`config.mk`:
```
export PLATFORM = sky130hd
export DESIGN_NAME = digest_match_seq_flat
export DESIGN_NICKNAME = d
export VERILOG_FILES = /design/src/rtl/hash_pkg.sv /design/src/rtl/digest_match_seq_if.sv /design/src/rtl/word_eq_cmp.sv /design/src/rtl/digest_match_seq.sv /design/src/flat_wrapper.sv
export SDC_FILE = /design/constraint.sdc
export NUM_CORES = 1
export LEC_CHECK = 0
export ABC_CLOCK_PERIOD_IN_PS = 3800
export BUFFER_PORTS_ARGS = -buffer_cell sky130_fd_sc_hd__buf_2
export CORE_AREA = 2 2 147 149
export DETAILED_ROUTE_END_ITERATION = 12
export DIE_AREA = 0 0 149 151
export PLACE_DENSITY = 0.79
export SKIP_CTS_REPAIR_TIMING = 1
export SYNTH_ARGS = -nofsm -noshare
export SYNTH_HDL_FRONTEND = slang
export SYNTH_SLANG_ARGS = --single-unit
```
`constraint.sdc`:
```
create_clock -name clk -period 3.8 [get_ports clk]
set_input_delay 0.76 -clock clk [delete_from_list [all_inputs] [get_ports clk]]
set_output_delay 0.76 -clock clk [all_outputs]
set_load 0.01 [all_outputs]
```
`src/rtl/hash_pkg.sv`:
```
// Shared digest widths and sequencer state encoding for the digest-compare path.
package hash_pkg;
  localparam int unsigned DIGEST_N     = 32;
  localparam int unsigned DIGEST_WORDS = 8;
  localparam int unsigned DIGEST_IDX_W = $clog2(DIGEST_WORDS);

  typedef enum logic [1:0] {
    IDLE = 2'd0,
    RUN  = 2'd1,
    DONE = 2'd2
  } state_e;
endpackage

```
`src/rtl/digest_match_seq_if.sv`:
```
// Target-load, word-stream and result signals of the digest match sequencer.
interface digest_match_seq_if;
  import hash_pkg::*;

  logic                    tgt_we_i;
  logic [DIGEST_IDX_W-1:0] tgt_addr_i;
  logic [DIGEST_N-1:0]     tgt_data_i;
  logic                    start_i;
  logic [DIGEST_N-1:0]     word_i;
  logic                    word_valid_i;
  logic                    word_ready_o;
  logic                    busy_o;
  logic                    done_o;
  logic                    match_o;
  logic [DIGEST_IDX_W-1:0] mismatch_idx_o;

  modport master (
    output tgt_we_i, tgt_addr_i, tgt_data_i, start_i, word_i, word_valid_i,
    input  word_ready_o, busy_o, done_o, match_o, mismatch_idx_o
  );

  modport slave (
    input  tgt_we_i, tgt_addr_i, tgt_data_i, start_i, word_i, word_valid_i,
    output word_ready_o, busy_o, done_o, match_o, mismatch_idx_o
  );
endinterface

```
`src/rtl/word_eq_cmp.sv`:
```
// Combinational W-bit equality comparator.
module word_eq_cmp #(
  parameter int unsigned W = 32
) (
  input  logic [W-1:0] a_i,
  input  logic [W-1:0] b_i,
  output logic         eq_c_o
);
  assign eq_c_o = (a_i == b_i);
endmodule

```
`src/rtl/digest_match_seq.sv`:
```
// Streams computed digest words against a stored target digest and reports
// an overall match flag plus the index of the first unequal word.
module digest_match_seq
  import hash_pkg::*;
(
  input  logic               clk,
  input  logic               rst_n,
  digest_match_seq_if.slave  bus_if
);
  localparam int unsigned N     = DIGEST_N;
  localparam int unsigned WORDS = DIGEST_WORDS;
  localparam int unsigned IDX_W = DIGEST_IDX_W;

  state_e           state_q, state_d;
  logic [IDX_W-1:0] cnt_q, cnt_d;
  logic [IDX_W-1:0] idx_q, idx_d;
  logic [IDX_W-1:0] mm_idx_q, mm_idx_d;
  logic             acc_q, acc_d;
  logic             match_q, match_d;
  logic             done_q, done_d;
  logic             busy_q, busy_d;
  logic             ready_q, ready_d;
  logic [N-1:0]     tgt_q [WORDS];
  logic             eq_c;
  logic             hs_c;
  logic             last_c;

  word_eq_cmp #(.W(N)) u_word_eq_cmp (
    .a_i    (bus_if.word_i),
    .b_i    (tgt_q[cnt_q]),
    .eq_c_o (eq_c)
  );

  assign hs_c   = bus_if.word_valid_i & ready_q;
  assign last_c = (cnt_q == IDX_W'(WORDS - 1));

  // Target store only accepts writes while idle so a run sees a stable digest.
  always_ff @(posedge clk or negedge rst_n) begin
    if (!rst_n) begin
      for (int i = 0; i < int'(WORDS); i++) tgt_q[i] <= '0;
    end else if (bus_if.tgt_we_i && (state_q == IDLE)) begin
      tgt_q[bus_if.tgt_addr_i] <= bus_if.tgt_data_i;
    end
  end

  always_ff @(posedge clk or negedge rst_n) begin
    if (!rst_n) begin
      state_q  <= IDLE;
      cnt_q    <= '0;
      idx_q    <= '0;
      mm_idx_q <= '0;
      acc_q    <= 1'b0;
      match_q  <= 1'b0;
      done_q   <= 1'b0;
      busy_q   <= 1'b0;
      ready_q  <= 1'b0;
    end else begin
      state_q  <= state_d;
      cnt_q    <= cnt_d;
      idx_q    <= idx_d;
      mm_idx_q <= mm_idx_d;
      acc_q    <= acc_d;
      match_q  <= match_d;
      done_q   <= done_d;
      busy_q   <= busy_d;
      ready_q  <= ready_d;
    end
  end

  // Result is committed with the last handshake so it is valid alongside Done.
  always_comb begin
    state_d  = state_q;
    cnt_d    = cnt_q;
    idx_d    = idx_q;
    mm_idx_d = mm_idx_q;
    acc_d    = acc_q;
    match_d  = match_q;
    done_d   = 1'b0;

    unique case (state_q)
      IDLE: begin
        if (bus_if.start_i) begin
          state_d  = RUN;
          cnt_d    = '0;
          idx_d    = '0;
          acc_d    = 1'b1;
          match_d  = 1'b0;
          mm_idx_d = '0;
        end
      end
      RUN: begin
        if (hs_c) begin
          acc_d = acc_q & eq_c;
          if (!eq_c && acc_q) idx_d = cnt_q;
          cnt_d = cnt_q + IDX_W'(1);
          if (last_c) begin
            state_d  = DONE;
            done_d   = 1'b1;
            match_d  = acc_d;
            mm_idx_d = acc_d ? '0 : idx_d;
          end
        end
      end
      DONE:    state_d = IDLE;
      default: state_d = IDLE;
    endcase
  end

  assign busy_d  = (state_d != IDLE);
  assign ready_d = (state_d == RUN);

  assign bus_if.word_ready_o   = ready_q;
  assign bus_if.busy_o         = busy_q;
  assign bus_if.done_o         = done_q;
  assign bus_if.match_o        = match_q;
  assign bus_if.mismatch_idx_o = mm_idx_q;
endmodule
```
`src/flat_wrapper.sv`:
```
// flat-port wrapper written by rule: the top's interface ports become plain ports
module digest_match_seq_flat import hash_pkg::*;
  (clk, rst_n, bus_if_tgt_we_i, bus_if_tgt_addr_i, bus_if_tgt_data_i, bus_if_start_i, bus_if_word_i, bus_if_word_valid_i, bus_if_word_ready_o, bus_if_busy_o, bus_if_done_o, bus_if_match_o, bus_if_mismatch_idx_o);
  digest_match_seq_if bus_if_i ();
  input  logic clk;
  input  logic rst_n;
  input wire logic [$bits(bus_if_i.tgt_we_i)-1:0] bus_if_tgt_we_i;
  input wire logic [$bits(bus_if_i.tgt_addr_i)-1:0] bus_if_tgt_addr_i;
  input wire logic [$bits(bus_if_i.tgt_data_i)-1:0] bus_if_tgt_data_i;
  input wire logic [$bits(bus_if_i.start_i)-1:0] bus_if_start_i;
  input wire logic [$bits(bus_if_i.word_i)-1:0] bus_if_word_i;
  input wire logic [$bits(bus_if_i.word_valid_i)-1:0] bus_if_word_valid_i;
  output wire logic [$bits(bus_if_i.word_ready_o)-1:0] bus_if_word_ready_o;
  output wire logic [$bits(bus_if_i.busy_o)-1:0] bus_if_busy_o;
  output wire logic [$bits(bus_if_i.done_o)-1:0] bus_if_done_o;
  output wire logic [$bits(bus_if_i.match_o)-1:0] bus_if_match_o;
  output wire logic [$bits(bus_if_i.mismatch_idx_o)-1:0] bus_if_mismatch_idx_o;
  assign bus_if_i.tgt_we_i = bus_if_tgt_we_i;
  assign bus_if_i.tgt_addr_i = bus_if_tgt_addr_i;
  assign bus_if_i.tgt_data_i = bus_if_tgt_data_i;
  assign bus_if_i.start_i = bus_if_start_i;
  assign bus_if_i.word_i = bus_if_word_i;
  assign bus_if_i.word_valid_i = bus_if_word_valid_i;
  assign bus_if_word_ready_o = bus_if_i.word_ready_o;
  assign bus_if_busy_o = bus_if_i.busy_o;
  assign bus_if_done_o = bus_if_i.done_o;
  assign bus_if_match_o = bus_if_i.match_o;
  assign bus_if_mismatch_idx_o = bus_if_i.mismatch_idx_o;
  digest_match_seq u_core (.clk(clk), .rst_n(rst_n), .bus_if(bus_if_i));
endmodule
```
==> run_results.csv, run 1 <==
group,metric,value,unit
run_status,status,"completed",
place,gp_congestion,0.755,
cells_and_area,fin_util,68.3,%
cells_and_area,design_area,14200,um^2
worst_setup_path,cp.arrival,3910,ps
cells_and_area,final_common_cell,"dfrtp_1",
floorplan,start_util,60.1,%
detailed_routing,viasPerCell,6.19,
power_and_ir_drop,power_leakage,6.93,nW
cells_and_area,drive_above_1_share,50.9,%
global_routing,track_usage,26.1,%
worst_setup_path,crit_family,"simple AND/OR/NAND/NOR gates",
floorplan,rows,53,
worst_setup_path,r2r_setup_slack,310,ps
clocking,htreeDepth,1,
clocking,clk_path_buf_depth,3,
timing,slew_headroom,47.8,%
cells_and_area,final_cell_mix,"269 x dfrtp_1, 256 x mux2_2, 77 x buf_2",
clocking,clk_latency,540,ps
synth,synth_seq_area_share,54.4,%
synth,syn_nets,889,
global_routing,grt_max_degree,102,
detailed_routing,wl_per_cell,23.7,um
timing,fmax,0.287,GHz
worst_setup_path,reg2reg_from,"u_core.cnt_q[0]",
cells_and_area,nNetsFinal,970,
worst_setup_path,critPathMaxFanout,30,
timing,period_minus_slack,3490,ps
timing,period_share,91.8,%
detailed_routing,vias,7387,
worst_setup_path,crit_type,"flop to flop",
clocking,clkTransAtPathRegs,70,ps
global_routing,grt_pass1_vias,8017,
detailed_routing,postRouteAntennaNets,0,
worst_setup_path,critPathMaxStageDelay,820,ps
floorplan,die_area,22500,um^2
global_routing,grt_pass1_wl,45.1,mm
detailed_routing,drt-total-wl,28.3,mm
synth,syn_inst,815,
synth,netlist_area,12500,um^2
place,place_area,13200,um^2
clocking,cts_tree,"yes",
timing,setup_violations,0,
synth,synth_top_flop_cell,"dfrtp_1",
floorplan,io_pins,79,
timing,worst-slew-pin-transition,784,ps
global_routing,antenna_found_initial,0,
synth,synth_warnings,0,
floorplan,fp.dieH,151,um
worst_setup_path,end_kind,"flop",
worst_setup_path,crit_slowest_cell,"dfrtp_4",
clocking,cts_sinks,272,
power_and_ir_drop,pwr_density_cell,796,nW/um^2
detailed_routing,first_iter_violations,444,
synth,ys_seq_elements,272,
timing,setup_tns,0,ps
floorplan,core-area,20800,um^2
clocking,cts_buffers,28,
worst_setup_path,crit_required,4220,ps
job,max-cap-violations,0,
cells_and_area,fill_cells,1395,
place,io_buffers,78,
detailed_routing,first_pass_iters,4,
cells_and_area,area_growth,13.7,%
timing,rsz0062_at_grt,"false",
clocking,root_buffer,"clkbuf_16",
hold_path,hp-class,"primary input to async pin",
synth,avgSynthCellArea,15.3,um^2
worst_setup_path,rr_worst_depth,9,
worst_setup_path,crit_buf_inv,1,
global_routing,gr-total-overflow,0,
worst_setup_path,r2r-end,"u_core.idx_q[0]",
place,hpwl,17.5,mm
timing,hold_violations,0,
timing,maxSlewViolCount,0,
timing,fin_skew,14.9,ps
synth,synth_edf_count,0,
synth,synth.distinct_cells,37,
floorplan,die_w,149,um
power_and_ir_drop,vdd_ir_drop_max,0.000388,V
detailed_routing,drc,0,
worst_setup_path,start_kind,"flop",
worst_setup_path,worstPathCellList,"buf_4 > mux4_2 > mux2i_1 > xnor2_1 > nor4_1 > and4_1 > nand4_4 > and3_4 > a211o_1",
synth,async_reset_ff_share,100,%
-- through the flow --
step | hold WS, ps | setup WS, ps | cells | power [mW]
5_1_grt | 304 | 98.3 | 1193 | 11.9
2_1_floorplan | 464 | 1040 | 815 | 7.51
3_5_place_dp | 488 | 300 | 1141 | 8.52
4_1_cts | 282 | 272 | 1193 | 11.4
6_report | 229 | 311 | 1194 | 11.3
3_3_place_gp | 481 | 394 | 1141 | 8.23
-- report_power, final --
group	total [mW]	switching, mW	internal [mW]
clock network	2.83	1.11	1.72
registers	4.98	0.843	4.14
logic	3.51	1.40	2.11
total	11.3	3.35	7.97
-- state kept, by name (all words and copies together), names as in the netlist --
| signal | count |
|---|---|
| u_core.state_q | 2 |
| u_core.bus_if.match_o | 1 |
| u_core.idx_q | 3 |
| u_core.bus_if.done_o | 1 |
| u_core.bus_if.mismatch_idx_o | 3 |
| u_core.cnt_q | 3 |
| u_core.bus_if.word_ready_o | 1 |
| u_core.tgt_q | 256 |
| u_core.bus_if.busy_o | 1 |
| u_core.acc_q | 1 |
-- cell usage after synthesis, drive strengths merged (4+ instances only) --
library cell    n  area (um^2)
dfrtp         272         6810
mux2          256         2880
mux4           54         1220
mux2i          43          430
buf            40          208
nand2          28          105
xor2           18          158
a21oi          11         55.1
nor2           11         41.3
xnor2          11         96.3
and3            9         61.3
clkbuf          9         33.8
a22oi           8         60.1
nor2b           7         43.8
nand3           4         20.0
nand4           4         40.0
nor4            4         55.1
-- kinds of logic (layout without fill, tap and decap cells) --
logic type	after synthesis	count (layout)	synth area share, %
flops	272	272	54.4
mux	353	353	36.2
xor+xnor	29	29	2.03
other cells	0	1	0
simple gates	78	78	3.51
fa+ha+maj	2	2	0.200
buf+inv	49	152	1.93
compound gates	32	32	1.69
-- worst max path at each step --
stage	endpoint	cells past startpoint	slack (ps)	from
6_report	u_core.idx_q[0]	9	310	u_core.cnt_q[0]
5_1_grt	u_core.idx_q[0]	9	100	u_core.cnt_q[0]
3_5_place_dp	u_core.idx_q[0]	9	300	u_core.cnt_q[0]
2_1_floorplan	u_core.idx_q[0]	10	1040	u_core.cnt_q[2]
4_1_cts	u_core.idx_q[0]	9	270	u_core.cnt_q[0]
3_3_place_gp	u_core.idx_q[1]	9	390	u_core.cnt_q[0]
-- cell type report --
type,instances,area (um^2),share of cell area (%)
Clock buffer,44,882,6.20
Multi-Input combinational cell,494,5460,38.4
Tap cell,275,344,2.42
Timing Repair Buffer,100,628,4.42
Clock inverter,8,92.6,0.651
Antenna cell,1,2.50,0.0176
Sequential cell,272,6810,47.9
-- layer usage --
metal	up-vias	track usage, %	wire length (um)
met5	-	0	0
met3	41	3.52	1120
li1	3175	-	-
met1	4003	34.4	11900
met2	168	46.1	14700
met4	0	7.19	541
Power figures use the tool's default switching activity.
==> inputs of run 2 (changes only) <==
Settings changed: ABC_AREA set to 1, ABC_CLOCK_PERIOD_IN_PS 3800 to 4200, CORE_AREA 2 2 147 149 to 2 2 151 153, DIE_AREA 0 0 149 151 to 0 0 153 155.
Clock period 3.8 ns to 4.2 ns, I/O delays scaled along.
==> run 2 against run 1 <==
Compared with the run above:
- final cell count increased by 78%
- via count increased by 57%
- clock power about the same
- critical path type unchanged
- largest cell class unchanged
==> run_results.csv, run 2 <==
group,metric,value,unit
detailed_routing,wl_per_cell,15.6,um
detailed_routing,first_iter_violations,1016,
detailed_routing,postRouteAntennaNets,0,
timing,hold_violations,0,
timing,rsz0062_at_grt,"false",
synth,avgSynthCellArea,7.41,um^2
synth,synth_seq_area_share,51.4,%
timing,fin_hold_ws,341,ps
timing,slew_headroom,35.5,%
cells_and_area,area_growth,12.0,%
synth,synth.distinct_cells,22,
floorplan,fp.dieH,155,um
synth,syn_nets,1859,
clocking,clk_path_buf_depth,3,
synth,synth-simple-area-share,29.2,%
synth,synth_top_flop_cell,"dfrtp_1",
worst_setup_path,critPathMaxFanout,30,
timing,worst-slew-pin-transition,967,ps
timing,fmax,0.332,GHz
clocking,cts_tree,"yes",
timing,period_minus_slack,3020,ps
cells_and_area,fin_util,66.7,%
global_routing,gr-total-overflow,0,
synth,synthTopCellsByArea,"dfrtp_1 51%, nand2_1 19%, o21ai_0 9.4%",
synth,synth_top_area_share,51.4,%
power_and_ir_drop,vdd_ir_drop_max,0.000533,V
power_and_ir_drop,p_total,11.0,mW
detailed_routing,first_pass_iters,7,
cells_and_area,final_common_cell,"nand2_1",
synth,synth_edf_count,0,
worst_setup_path,cp.arrival,3500,ps
timing,setup_violations,0,
synth,synth_common_cells,"683 x nand2_1, 272 x dfrtp_1, 248 x o21ai_0",
floorplan,die_area,23700,um^2
worst_setup_path,end_kind,"flop",
floorplan,rows,55,
cells_and_area,largest-register,"u_core.tgt_q",
synth,ys_seq_elements,272,
synth,synth_warnings,0,
cells_and_area,fill_cells,1901,
floorplan,die_w,153,um
clocking,htreeDepth,1,
cells_and_area,largest_register_ff_count,256,
place,gp_congestion,0.803,
synth,syn_inst,1785,
hold_path,hp-class,"primary input to async pin",
place,io_buffers,78,
place,hpwl,18.5,mm
timing,period_share,71.8,%
detailed_routing,drt-total-wl,33.1,mm
clocking,clkTransAtPathRegs,60,ps
cells_and_area,drive_above_1_share,8.70,%
synth,synth_xor_area_share,0,%
synth,synth_compound_area_share,10.3,%
clocking,clk_latency,550,ps
cells_and_area,nNetsFinal,1890,
clocking,cts_sinks,272,
synth,synth_top_area_cell,"dfrtp_1",
power_and_ir_drop,power_leakage,7.68,nW
global_routing,antenna_found_initial,0,
cells_and_area,num_antenna_cells,0,
global_routing,grt_pass1_vias,11200,
power_and_ir_drop,pwr_density_cell,744,nW/um^2
global_routing,grt_max_degree,162,
timing,setup_tns,0,ps
run_status,status,"completed",
detailed_routing,viasPerCell,5.45,
floorplan,io_pins,79,
synth,synth.most_common_cell,"nand2_1",
cells_and_area,final_cell_mix,"683 x nand2_1, 270 x dfrtp_1, 248 x o21ai_0",
clocking,cts_buffers,30,
worst_setup_path,crit_type,"flop to flop",
floorplan,start_util,59.5,%
place,place_area,13700,um^2
detailed_routing,vias,11600,
detailed_routing,drc,0,
worst_setup_path,start_kind,"flop",
timing,maxSlewViolCount,0,
synth,muxShareOfSynthArea,0,%
global_routing,track_usage,28.8,%
synth,async_reset_ff_share,100,%
synth,synth-adder-area-share,0.189,%
global_routing,grt_pass1_wl,55.8,mm
worst_setup_path,crit_required,4680,ps
job,max-cap-violations,0,
cells_and_area,design_area,14800,um^2
synth,synth_top_family_by_area,"simple AND/OR/NAND/NOR gates",
floorplan,core-area,22200,um^2
clocking,root_buffer,"clkbuf_16",
timing,fin_skew,11.2,ps
synth,netlist_area,13200,um^2
==> run 2: cell count changes in the layout (fill, tap and decap cells not counted), sizes merged, moves of 7 or more <==
| cell | before | now |
|---|---|---|
| nor2 | 11 | 85 |
| mux2 | 256 | 0 |
| nand3 | 4 | 163 |
| nor2b | 7 | 0 |
| and3 | 9 | 0 |
| nand2 | 28 | 685 |
| inv | 0 | 188 |
| a22oi | 8 | 0 |
| o21ai | 1 | 249 |
| mux4 | 54 | 0 |
| nand3b | 0 | 9 |
| mux2i | 43 | 0 |
| xnor2 | 11 | 0 |
| xor2 | 18 | 0 |
==> run 2: critical path, cell delays in order, from the launching register on <==
cell and delay [ps]:
dfrtp_2 410, inv_2 530, buf_4 470, nand3_1 150, nand3_1 110, nand3b_1 90, nand2_1 70, nand3_1 70
nor2_1 210, nand2_1 90, nor2_2 250, nand2_2 130, nand2_2 100, nand2_1 70, nand2_1 70, nand2_1 60
nand2_1 70
==> run 2: logic make-up after synthesis <==
logic type | Yosys count
buf+inv | 287
simple gates | 953
compound gates | 271
fa+ha+maj | 2
flops | 272
==> run 2: cell type report <==
class	instances	area (um^2)	area share, %
well taps	285	357	2.40
clock buffers	40	860	5.80
inverters	188	706	4.76
clock inverters	15	225	1.52
repair buffers	98	601	4.05
multi-input cells	1226	5270	35.5
flip-flops and latches	272	6810	45.9
==> run 2: power breakdown <==
group | internal [mW] | switching (mW)
Clock | 1.79 | 1.06
Sequential | 3.74 | 0.546
Combinational | 1.38 | 2.52
==> run 2: final timing paths <==
kind                                      to  slack, ps              from  cells past startpoint
setup / recovery             u_core.idx_q[1]       1180   u_core.cnt_q[1]                     16
hold / removal              u_core.tgt_q[67]        340             rst_n                      1
setup reg to reg             u_core.idx_q[1]       1180   u_core.cnt_q[1]                     16
hold reg to reg             u_core.tgt_q[16]        480  u_core.tgt_q[16]                      2
max in group asynchronous  u_core.tgt_q[145]       2890             rst_n                      2
min in group clk            u_core.tgt_q[16]        480  u_core.tgt_q[16]                      2
==> run 2: through the flow <==
step           instances  worst slack, ps
6_report            2124             1180
5_1_grt             2124              970
4_1_cts             2124             1220
3_5_place_dp        2069             1250
3_3_place_gp        2069             1290
2_1_floorplan       1785             2050
==> run 2: per-layer routing <==
layer	share of wire, %	global-route usage, %	vias to the layer above	routed length (um)
li1	-	-	5644	-
met1	43	39.9	5470	14400
met2	48	48.1	402	15800
met3	6.5	3.65	62	2140
met4	2.4	8.64	0	804
met5	0	0	-	0
==> inputs of run 3 (changes only) <==
Settings changed: ABC_CLOCK_PERIOD_IN_PS 4200 to 2710, CORE_AREA 2 2 151 153 to 2 2 159 161, DIE_AREA 0 0 153 155 to 0 0 161 163, PLACE_DENSITY 0.79 to 0.75.
Clock period 4.2 ns to 2.71 ns, I/O delays scaled along.
==> run 3 against run 2 <==
Compared with the run above:
- the flow now finishes with violations (negative hold slack)
- final cell count increased by 2.4%
- via count increased by 0.30%
- sequential power increased by 55%
- sequential cell count unchanged
- clock-buffer cell count decreased by 4
- clock power increased by 45%
- die area increased by 11%
- combinational power increased by 57%
- worst hold slack got worse by 370 ps
- total power increased by 53%
- sequential share of layout area decreased by 0.35 points
- non-clock buffer count increased by 10
- critical path type unchanged
==> run_results.csv, run 3 (synthesis results as in run 2) <==
group,metric,value,unit
timing,fmax,0.413,GHz
power_and_ir_drop,p_seq_share,39.2,%
floorplan,rows,58,
clocking,clk_latency,550,ps
power_and_ir_drop,p_clk_share,24.6,%
timing,slew_headroom,49.5,%
run_status,status,"complete, but fails checks",
global_routing,gr-total-overflow,0,
worst_setup_path,crit_type,"flop to flop",
clocking,cts_sinks,272,
global_routing,grt_pass1_vias,11200,
detailed_routing,drc,0,
power_and_ir_drop,p_sw_share,37.6,%
power_and_ir_drop,power_leakage,7.69,nW
cells_and_area,final_common_cell,"nand2_1",
timing,rsz0062_at_grt,"false",
global_routing,antenna_found_initial,1,
run_status,violations,"negative hold slack",
timing,period_share,89.4,%
timing,fin_hold_ws,-29.0,ps
cells_and_area,largest_register_ff_count,256,
clocking,clkTransAtPathRegs,60,ps
timing,hold_violations,8,
floorplan,io_pins,79,
cells_and_area,fin_util,60.6,%
detailed_routing,first_iter_violations,798,
timing,setup_tns,0,ps
timing,setup_violations,0,
cells_and_area,final_cell_mix,"683 x nand2_1, 270 x dfrtp_1, 248 x o21ai_0",
worst_setup_path,critPathMaxFanout,24,
timing,maxSlewViolCount,0,
timing,period_minus_slack,2420,ps
worst_setup_path,end_kind,"flop",
worst_setup_path,cp.arrival,2900,ps
place,gp_congestion,0.837,
floorplan,start_util,53.6,%
cells_and_area,area_growth,12.9,%
detailed_routing,wl_per_cell,15.3,um
floorplan,die_w,161,um
global_routing,grt_max_degree,79,
place,hpwl,19.1,mm
worst_setup_path,start_kind,"flop",
worst_setup_path,crit_required,3190,ps
cells_and_area,largest-register,"u_core.tgt_q",
detailed_routing,postRouteAntennaNets,0,
timing,fin_skew,17.5,ps
clocking,cts_tree,"yes",
job,max-cap-violations,0,
hold_path,hp-class,"primary input to async pin",
detailed_routing,drt-total-wl,33.3,mm
clocking,root_buffer,"clkbuf_16",
cells_and_area,drive_above_1_share,9.00,%
power_and_ir_drop,p_int,10.6,mW
timing,fin_ws,287,ps
floorplan,die_area,26200,um^2
place,post-place-ws,294,ps
detailed_routing,first_pass_iters,5,
global_routing,grt_pass1_wl,55.8,mm
timing,worst-slew-pin-transition,758,ps
power_and_ir_drop,vdd_ir_drop_max,0.000620,V
place,io_buffers,78,
power_and_ir_drop,switching_power,6.37,mW
power_and_ir_drop,pwr_density_cell,1130,nW/um^2
detailed_routing,vias,11600,
floorplan,fp.dieH,163,um
floorplan,core-area,24700,um^2
cells_and_area,num_antenna_cells,0,
clocking,cts_buffers,29,
clocking,clk_path_buf_depth,3,
clocking,htreeDepth,1,
detailed_routing,viasPerCell,5.34,
power_and_ir_drop,comb_power_share,36.2,%
cells_and_area,nNetsFinal,1899,
global_routing,track_usage,26.1,%
run 3: changes by cell type in the layout (fill, tap and decap cells not counted):
cell        delta
buf_12         +5
buf_4          +5
bufinv_16      -1
clkbuf_16      -2
clkbuf_8       -2
clkinv_2       -5
clkinv_4       +2
clkinvlp_4     +3
inv_8          +1
run 3: layer usage:
layer  vias to the layer above  track usage (%)  share of wire (%)
met3                        75             3.26                6.6
met5                         -                0              0.039
li1                       5665                -                  -
met1                      5484             35.4                 44
met2                       387             44.1                 47
met4                         2             8.36                2.5
run 3: final timing paths:
check | from | to | slack (ps) | depth (start not counted)
max | u_core.cnt_q[0] | u_core.idx_q[0] | 290 | 18
min | rst_n | u_core.tgt_q[99] | -30 | 1
max reg2reg | u_core.cnt_q[0] | u_core.idx_q[0] | 290 | 18
min reg2reg | u_core.tgt_q[220] | u_core.tgt_q[220] | 480 | 2
max in group asynchronous | rst_n | u_core.tgt_q[13] | 1880 | 2
min in group clk | bus_if_tgt_data_i[26] | u_core.tgt_q[154] | 230 | 3
run 3: power by group through the flow:
| stage | logic [mW] | registers, mW | clock network, mW |
|---|---|---|---|
| 4_1_cts | 6.13 | 6.61 | 4.23 |
| 5_1_grt | 7.15 | 6.83 | 4.38 |
| 3_5_place_dp | 6.06 | 6.67 | 0 |
| 3_3_place_gp | 5.88 | 6.61 | 0 |
| 2_1_floorplan | 4.77 | 6.46 | 0 |
| 6_report | 6.12 | 6.63 | 4.16 |
run 3: cell type report:
| type | count | area (um^2) |
|---|---|---|
| Inverter | 188 | 706 |
| Clock inverter | 15 | 221 |
| Timing Repair Buffer | 108 | 738 |
| Fill cell | 2265 | 9730 |
| Tap cell | 330 | 413 |
| Sequential cell | 272 | 6810 |
| Multi-Input combinational cell | 1226 | 5270 |
| Clock buffer | 36 | 782 |
run 3: stage by stage:
step	power, mW	cells	hold WS, ps	instance area (um^2)
global placement	12.5	2124	465	13900
detailed placement	12.7	2124	472	13900
floorplan	11.2	1785	246	13200
CTS	17.0	2175	-10.5	14900
finish	16.9	2175	-29.0	14900
global route	18.4	2175	7.76	14900
run 3: worst max-delay path, cell delays in order (launching register included):
cell and delay, ps:
dfrtp_4 510, inv_2 120, buf_4 280, nand2_1 80, o21ai_0 90, nand2_1 80
nand3_1 90, nand2_1 60, nand2_1 50, nand3_1 90, nor2_1 110, nand2_1 110
nor2_2 220, nand2_2 120, nand2_2 90, nand2_1 50, nand2_1 70, nand2_1 60
nand2_1 70
